===== src/rtl/bcd_stopwatch_pkg.sv =====
// Shared constants and types for the BCD stopwatch.
// Used by the RTL and by its bench.
package bcd_stopwatch_pkg;

  localparam logic [1:0] ST_IDLE  = 2'd0;
  localparam logic [1:0] ST_RUN   = 2'd1;
  localparam logic [1:0] ST_PAUSE = 2'd2;

  localparam logic [3:0] BCD_MAX = 4'd9;

  localparam int TICK_DIV_DEF = 100000;

  typedef struct packed {
    logic s1;
    logic s2;
    logic hist;
    logic arm;
  } btn_sync_t;

endpackage


===== src/rtl/bcd_stopwatch_digit.sv =====
// One decimal digit of the stopwatch count.
// Carry is combinational so a whole chain rolls on one edge.
module bcd_digit
  import bcd_stopwatch_pkg::*;
(
  input  logic       clk,
  input  logic       rst,
  input  logic       clr,
  input  logic       inc,
  output logic [3:0] q,
  output logic       carry
);

  assign carry = inc && (q == BCD_MAX);

  // digit register: clear wins, 9 rolls to 0
  always_ff @(posedge clk or negedge rst) begin
    if (!rst)
      q <= '0;
    else if (clr)
      q <= '0;
    else if (carry)
      q <= '0;
    else if (inc)
      q <= q + 4'd1;
  end

endmodule


===== src/rtl/bcd_stopwatch.sv =====
// Four-digit BCD stopwatch with start/stop and clear buttons.
// Buttons are synchronised and edge detected inside.
module bcd_stopwatch
  import bcd_stopwatch_pkg::*;
#(
  parameter int TICK_DIV = TICK_DIV_DEF
) (
  input  logic       clk,
  input  logic       rst,
  input  logic       btn_ss,
  input  logic       btn_clr,
  output logic [3:0] d0,
  output logic [3:0] d1,
  output logic [3:0] d2,
  output logic [3:0] d3,
  output logic       running,
  output logic       wrap
);

  localparam int PW = $clog2(TICK_DIV);
  localparam logic [PW-1:0] TD_MAX =
    PW'(TICK_DIV - 1);

  logic [1:0]    warm;
  btn_sync_t     ss_q;
  btn_sync_t     clr_q;
  logic          ss_p;
  logic          clr_p;
  logic [1:0]    state;
  logic [1:0]    state_nx;
  logic [PW-1:0] presc;
  logic          tick;
  logic          c0;
  logic          c1;
  logic          c2;
  logic          c3;

  // marks when the second sync flop holds a real sample
  always_ff @(posedge clk or negedge rst) begin
    if (!rst)
      warm <= '0;
    else
      warm <= {warm[0], 1'b1};
  end

  // start/stop sync, history and release arming
  always_ff @(posedge clk or negedge rst) begin
    if (!rst) begin
      ss_q <= '0;
    end else begin
      ss_q.s1   <= btn_ss;
      ss_q.s2   <= ss_q.s1;
      ss_q.hist <= ss_q.s2;
      ss_q.arm  <= ss_q.arm | (warm[1] & ~ss_q.s2);
    end
  end

  // clear sync, history and release arming
  always_ff @(posedge clk or negedge rst) begin
    if (!rst) begin
      clr_q <= '0;
    end else begin
      clr_q.s1   <= btn_clr;
      clr_q.s2   <= clr_q.s1;
      clr_q.hist <= clr_q.s2;
      clr_q.arm  <= clr_q.arm | (warm[1] & ~clr_q.s2);
    end
  end

  assign ss_p  = ss_q.arm & ss_q.s2 & ~ss_q.hist;
  assign clr_p = clr_q.arm & clr_q.s2 & ~clr_q.hist;

  // next state: clear beats start/stop
  always_comb begin
    state_nx = state;
    if (clr_p) begin
      state_nx = ST_IDLE;
    end else if (ss_p) begin
      unique case (state)
        ST_IDLE:  state_nx = ST_RUN;
        ST_RUN:   state_nx = ST_PAUSE;
        ST_PAUSE: state_nx = ST_RUN;
        default:  state_nx = ST_IDLE;
      endcase
    end
  end

  // state and its registered run decode
  always_ff @(posedge clk or negedge rst) begin
    if (!rst) begin
      state   <= ST_IDLE;
      running <= 1'b0;
    end else begin
      state   <= state_nx;
      running <= (state_nx == ST_RUN);
    end
  end

  // prescaler runs in RUN only, holds in PAUSE
  always_ff @(posedge clk or negedge rst) begin
    if (!rst)
      presc <= '0;
    else if (clr_p)
      presc <= '0;
    else if (state == ST_RUN)
      presc <= (presc == TD_MAX) ? '0
             : presc + PW'(1);
  end

  assign tick = (state == ST_RUN) && (presc == TD_MAX);

  bcd_digit u_d0 (
    .clk   (clk),
    .rst   (rst),
    .clr   (clr_p),
    .inc   (tick),
    .q     (d0),
    .carry (c0)
  );

  bcd_digit u_d1 (
    .clk   (clk),
    .rst   (rst),
    .clr   (clr_p),
    .inc   (c0),
    .q     (d1),
    .carry (c1)
  );

  bcd_digit u_d2 (
    .clk   (clk),
    .rst   (rst),
    .clr   (clr_p),
    .inc   (c1),
    .q     (d2),
    .carry (c2)
  );

  bcd_digit u_d3 (
    .clk   (clk),
    .rst   (rst),
    .clr   (clr_p),
    .inc   (c2),
    .q     (d3),
    .carry (c3)
  );

  // one-cycle pulse on the 9999 -> 0000 roll
  always_ff @(posedge clk or negedge rst) begin
    if (!rst)
      wrap <= 1'b0;
    else
      wrap <= c3 & ~clr_p;
  end

endmodule


===== config.mk =====
export PLATFORM = sky130hd
export DESIGN_NAME = bcd_stopwatch
export DESIGN_NICKNAME = d
export VERILOG_FILES = /design/src/rtl/bcd_stopwatch_pkg.sv /design/src/rtl/bcd_stopwatch_digit.sv /design/src/rtl/bcd_stopwatch.sv
export SDC_FILE = /design/constraint.sdc
export NUM_CORES = 1
export LEC_CHECK = 0
export ABC_AREA = 1
export CAP_MARGIN = 20
export CORE_UTILIZATION = 53
export DETAILED_ROUTE_END_ITERATION = 8
export GPL_ROUTABILITY_DRIVEN = 0
export GPL_TIMING_DRIVEN = 0
export PLACE_DENSITY = 0.74
export SETUP_SLACK_MARGIN = 0.5
export SLEW_MARGIN = 20
export SYNTH_ARGS = -nofsm -noshare
export SYNTH_HDL_FRONTEND = slang
export SYNTH_SLANG_ARGS = --single-unit

===== constraint.sdc =====
create_clock -name clk -period 1.6 [get_ports clk]
set_input_delay 0.4 -clock clk [delete_from_list [all_inputs] [get_ports clk]]
set_output_delay 0.4 -clock clk [all_outputs]
set_load 0.02 [all_outputs]

### Word level (Yosys, flattened, before mapping)

Index checks and enable logic that the tools add are counted.

| storage, ports and cells | value |
|---|---|
| register bits after elaboration | 47 |
| input port bits | 4 |
| output and inout port bits | 18 |

| operators by class | value |
|---|---|
| $add $sub $neg | 5 |
| eq/ne operators | 8 |
| muxes and demuxes | 18 |
| bitwise operators | 14 |
| reduce and logical (&&, ||, !) cells | 12 |

Operators by type and width:

| kind | number |
|---|---|
| two-way mux 17 bit | 3 |
| two-way mux 4 bit | 12 |
| adder 17 x 1 -> 17 bit (second input constant) | 1 |
| == test 17 bit (second input constant) | 1 |
| adder 4 x 1 -> 4 bit (second input constant) | 4 |
| == test 4 bit (second input constant) | 4 |
| nonzero test 3 bit | 4 |
| bitwise AND 1 bit | 7 |
| logical AND 1 bit | 5 |
| inverter 1 bit | 5 |
| == test 2 x 1 -> 1 bit (second input constant) | 2 |
| two-way mux 2 bit | 2 |
| case mux 2 bit (2 select lines) | 1 |
| == test 2 bit (second input constant) | 1 |
| zero test 2 bit | 1 |
| bitwise OR 1 bit | 2 |
| nonzero test 2 bit | 1 |
| OR reduction 2 bit | 1 |

### Longest topological paths before layout

| depth | value |
|---|---|
| depth after elaboration | 8 |
| gate-level depth with buffers | 10 |
| mapped depth without buffers | 10 |

### Modules after synthesis

Synthesis repeated with hierarchy kept, for this count alone.

| unflattened totals | value |
|---|---|
| cell total of the unflattened synthesis | 359 |
| area, all modules | 2735.1 um^2 |

By module, submodules not included:

| module | instances | cells an instance | area an instance (um^2) | sequential area each (um^2) |
|---|---|---|---|---|
| bcd_stopwatch | 1 | 207 | 1619.1 | 775.7 |
| bcd_digit | 4 | 38 | 279.0 | 100.1 |

### Worst setup path before layout

Ideal clock, no wire load.

| timing | value |
|---|---|
| path kind | reg2reg |
| start | register u_d0.q[0] |
| end | register u_d3.q[0] |
| data arrival time | 1493 ps |
| slack | 41 ps |
| cell stages (with the launch flop) | 8 |
| path buffers | 0 |
| clock period less this slack | 1559 ps |
| cell sequence | dfrtp_1 > ha_1 > nand3_1 > nor2_2 > nand4_4 > nor2_4 > nand2_1 > nand2_1 |

| on the way | value |
|---|---|
| longest elaborated chain between the ends | 7 |
| elaborated cells between the ends (all ways) | 8 |

Ends and longest elaborated chain:

| item | line | RTL |
|---|---|---|
| start: declaration | bcd_stopwatch_digit.sv:10 | `output logic [3:0] q,` |
| start signal: assignment | bcd_stopwatch_digit.sv:25 | `q <= q + 4'd1;` |
| == test 4 bit (*) | bcd_stopwatch_digit.sv:14 | `assign carry = inc && (q == BCD_MAX);` |
| logical AND 1 bit (*) (3 in a row) | bcd_stopwatch_digit.sv:14 |  |
| logical AND 1 bit | bcd_stopwatch_digit.sv:14 |  |
| two-way mux 4 bit | bcd_stopwatch_digit.sv:22 | `else if (carry)` |
| two-way mux 4 bit | bcd_stopwatch_digit.sv:20 | `else if (clr)` |
| end signal: assignment | bcd_stopwatch_digit.sv:25 |  |
| end: declaration | bcd_stopwatch_digit.sv:10 |  |

Every way passes the cells marked *; elsewhere a longest branch is shown, timed or not.
A chain may end at the register's enable or synchronous reset.

### Final worst setup path

| timing | value |
|---|---|
| start | register presc[8] |
| end | register u_d3.q[2] |

| on the way | value |
|---|---|
| longest elaborated chain between the ends | 8 |
| elaborated cells between the ends (all ways) | 9 |

Ends and longest elaborated chain:

| item | line | RTL |
|---|---|---|
| start: declaration | bcd_stopwatch.sv:31 | `logic [PW-1:0] presc;` |
| start signal: assignment | bcd_stopwatch.sv:106 | `presc <= (presc == TD_MAX) ? '0` |
| == test 17 bit (*) | bcd_stopwatch.sv:110 | `assign tick = (state == ST_RUN) && (presc == TD_MAX);` |
| logical AND 1 bit (*) | bcd_stopwatch.sv:110 |  |
| logical AND 1 bit (*) (3 in a row) | bcd_stopwatch_digit.sv:14 |  |
| logical AND 1 bit | bcd_stopwatch_digit.sv:14 |  |
| two-way mux 4 bit | bcd_stopwatch_digit.sv:22 |  |
| two-way mux 4 bit | bcd_stopwatch_digit.sv:20 |  |

Marked as above.

==> results.md <==
- Outcome: complete, but fails checks
- Failing checks: hold timing, setup timing
- Synthesized area: 0.00256 sq mm
- Multi-input gate area: 0.00164 sq mm
- WS Path Type: reg2reg
- Most frequent cells in the layout: 46 x nand2_1, 37 x buf_4, 35 x dfrtp_1
- Req. time, crit path: 1.84 ns
- Row cnt: 24
- Worst path bufs/invs: 0
- R2r endpoint: u_d3.q[2]
- Fin util: 0.868
- Worst path slowest cell: dfrtp_1
- # clock sinks: 47
- Clk_skew: 0.0111 ns
- Crit-path leading delay family: simple AND/OR/NAND/NOR gates
- I/O pins: 22
- Global-route wire length before repair: 10600 um
- Dpl ws: 0.00891 ns
- Post-synth EDFFs: 0
- CP Launch Point: presc[8]
- Synth Instances: 310
- Hold buffer count at cts: 0
- CTS H-tree lvls: 2
- Post-synth net total: approximately 320
- R2R setup slack: -0.07 ns
- Grt ovf: 0
- # setup viols final: 8
- Layout cell share with drive strength beyond 1: 0.458
- CP Capture Point: u_d3.q[2]
- PwrDens: between 600 and 700 mW/mm^2
- Fmax: 0.600 GHz
- Synthesized area per cell: around 8.3 sq um
- Die extent in x: about 72 um
- Clk slew on worst S/H paths: 0.10 ns
- Crit path depth: 9
- Die Ht: between 70 and 80 um
- Crit-path max FO: 8
- Seq/Total Area, Yosys: 0.459
- RSZ-0062 raised after global routing: yes
- Commonest non-fill, non-tap cell in the layout: nand2_1
- Total CTS buffers: 5
- Post-DRT Antenna Nets: 0
- CP Launch Type: flip-flop
- CTS tree: done
- CP cell instances: nor2_1 > nand2_2 > nor2_4 > nand2_4 > nor2_8 > nand4_4 > nor2_4 > nand2_1 > nand2_1
- Max-slew violations: 0
- Max VDD drop: between 700 and 800 uV
- Antenna Cells: 0
- Worst min path class: in2async
- Top FF cell, synth: dfrtp_1
- Final Net Count: a little over 400
- Via count: between 2000 and 3000
- Port Buffers: 21
- Vias in the first global route: 2360
- Avg WL per Cell: 19.0 um
- Vias per inst: 6.18
- Initial core utilization: 0.569
- Root Driver: clkbuf_8
- Fin Hold WS: -0.00135 ns
- Worst setup EP type: flip-flop
- Sequential Area: 0.00119 sq mm
- Core area: 0.00450 sq mm
- Clock Latency Late Sink: 0.31 ns
- Asr flop ratio synth: 1.00
- Synth Register Bits: 47
- Setup Total Neg Slack: -0.234 ns
- Total Wirelength: 8400 um
- Die ar.: 0.00512 sq mm
- Slowest cell delay on critical path: 0.45 ns
- Final worst setup slack: -0.0666 ns
- Pre-Repair DR Iteration Count: 5
- Lkg Pwr: 1.93 nW
- Largest net degree at the start of global routing: 33
- Initial antenna violation count: 0
- Gr usage total: 0.266
- Final period util: 1.04
- R2R depth: 9
- Hpwl dp: 4020 um
- Reg-to-reg startpoint: presc[8]
- Remaining DRCs: 0
- Ys Warns: 0
- Yosys cell types: 30
- Maxcap violations: 0
- Layout fillers: a little under 200
- Area grow syn2layout: 52.6%
- Min cycle time layout: between 1.5 and 2 ns
- WP data arrival: 1.91 ns
- CTS Buffer Depth: 2
- Initial DRC count: 308
- Final hold violations: 2
-- metal layers --
layer | part of all wire | wire length, um | global-route usage
met4 | 0.055 | 460 | 0.100
met2 | 0.48 | 4060 | 0.443
met5 | 0 | 0 | 0
met1 | 0.39 | 3260 | 0.337
met3 | 0.074 | 621 | 0.0661
-- sequential cells by signal (all words and copies together), names as in the netlist --
register  cells
u_d3.q        4
ss_q          4
u_d0.q        4
u_d1.q        4
presc        17
warm          2
clr_q         4
wrap          1
running       1
state         2
u_d2.q        4
-- cell usage after synthesis (2+ instances only) --
| library cell | n | area [sq um] |
|---|---|---|
| nand2_1 | 58 | 218 |
| dfrtp_1 | 47 | 1180 |
| nand3_1 | 34 | 170 |
| inv_1 | 33 | 124 |
| nor2_1 | 28 | 105 |
| nor3_1 | 16 | 80.1 |
| nand4_1 | 15 | 93.8 |
| xor2_1 | 10 | 87.6 |
| ha_1 | 9 | 113 |
| inv_2 | 9 | 33.8 |
| a21oi_1 | 8 | 40.0 |
| nor2_2 | 5 | 31.3 |
| o21ai_0 | 5 | 25.0 |
| o21ai_1 | 5 | 25.0 |
| o22ai_1 | 4 | 25.0 |
| nor2_4 | 3 | 33.8 |
| xnor2_1 | 3 | 26.3 |
| buf_2 | 2 | 10.0 |
| clkinv_2 | 2 | 10.0 |
| nand2_2 | 2 | 12.5 |
| nand3_2 | 2 | 20.0 |
| nor4_1 | 2 | 12.5 |
-- power breakdown --
part           switching (mW)  internal [mW]
Sequential             0.0828           1.25
Clock                   0.424          0.314
Combinational           0.365          0.281
-- worst min-delay path by stage --
stage,start,depth (start not counted),slack [ns],end
floorplan,rst,0,0.10,clr_q[0]
detailed placement,rst,1,0.34,presc[14]
global route,rst,1,0.03,presc[12]
CTS,rst,1,0.02,presc[14]
global placement,warm[0],0,0.33,warm[1]
finish,rst,1,-0.001,presc[14]
-- per-stage QoR --
stage / power [mW] / hold slack, ns / std cells / cell area [sq um]
final: 2.72 / -0.00135 / 443 / 3910
after CTS: 2.49 / 0.0199 / 423 / 3460
after global placement: 1.65 / 0.334 / 383 / 2960
after floorplan: 1.55 / 0.104 / 310 / 2680
after global routing: 2.81 / 0.0250 / 443 / 3910
after detailed placement: 1.67 / 0.342 / 384 / 2970
-- cell families (layout without fill, tap and decap cells) --
family	count (synthesis)	count (layout)	synth area share
fa+ha+maj	9	9	0.0439
compound gates	23	23	0.0478
xor+xnor	13	13	0.0444
other cells	1	1	0.00146
mux	1	1	0.00391
simple gates	168	168	0.327
flops	47	47	0.459
buf+inv	48	129	0.0723
-- timing repair --
action / CTS / global route
cloned: 1 / 0
setup endpoints to repair: 53 / 55
pin swaps: 10 / 25
gates resized for setup: 139 / 79
setup buffers: 30 / 20
-- cell type report --
cell class,instances,area share
repair inverters,1,0.00416
inverters,45,0.0515
well taps,52,0.0166
multi-input cells,215,0.420
repair buffers,72,0.174
clock buffers,6,0.0186
flip-flops and latches,47,0.305
clock inverters,2,0.00416
plain buffers,3,0.00608
(Power assumes the default switching activity.)
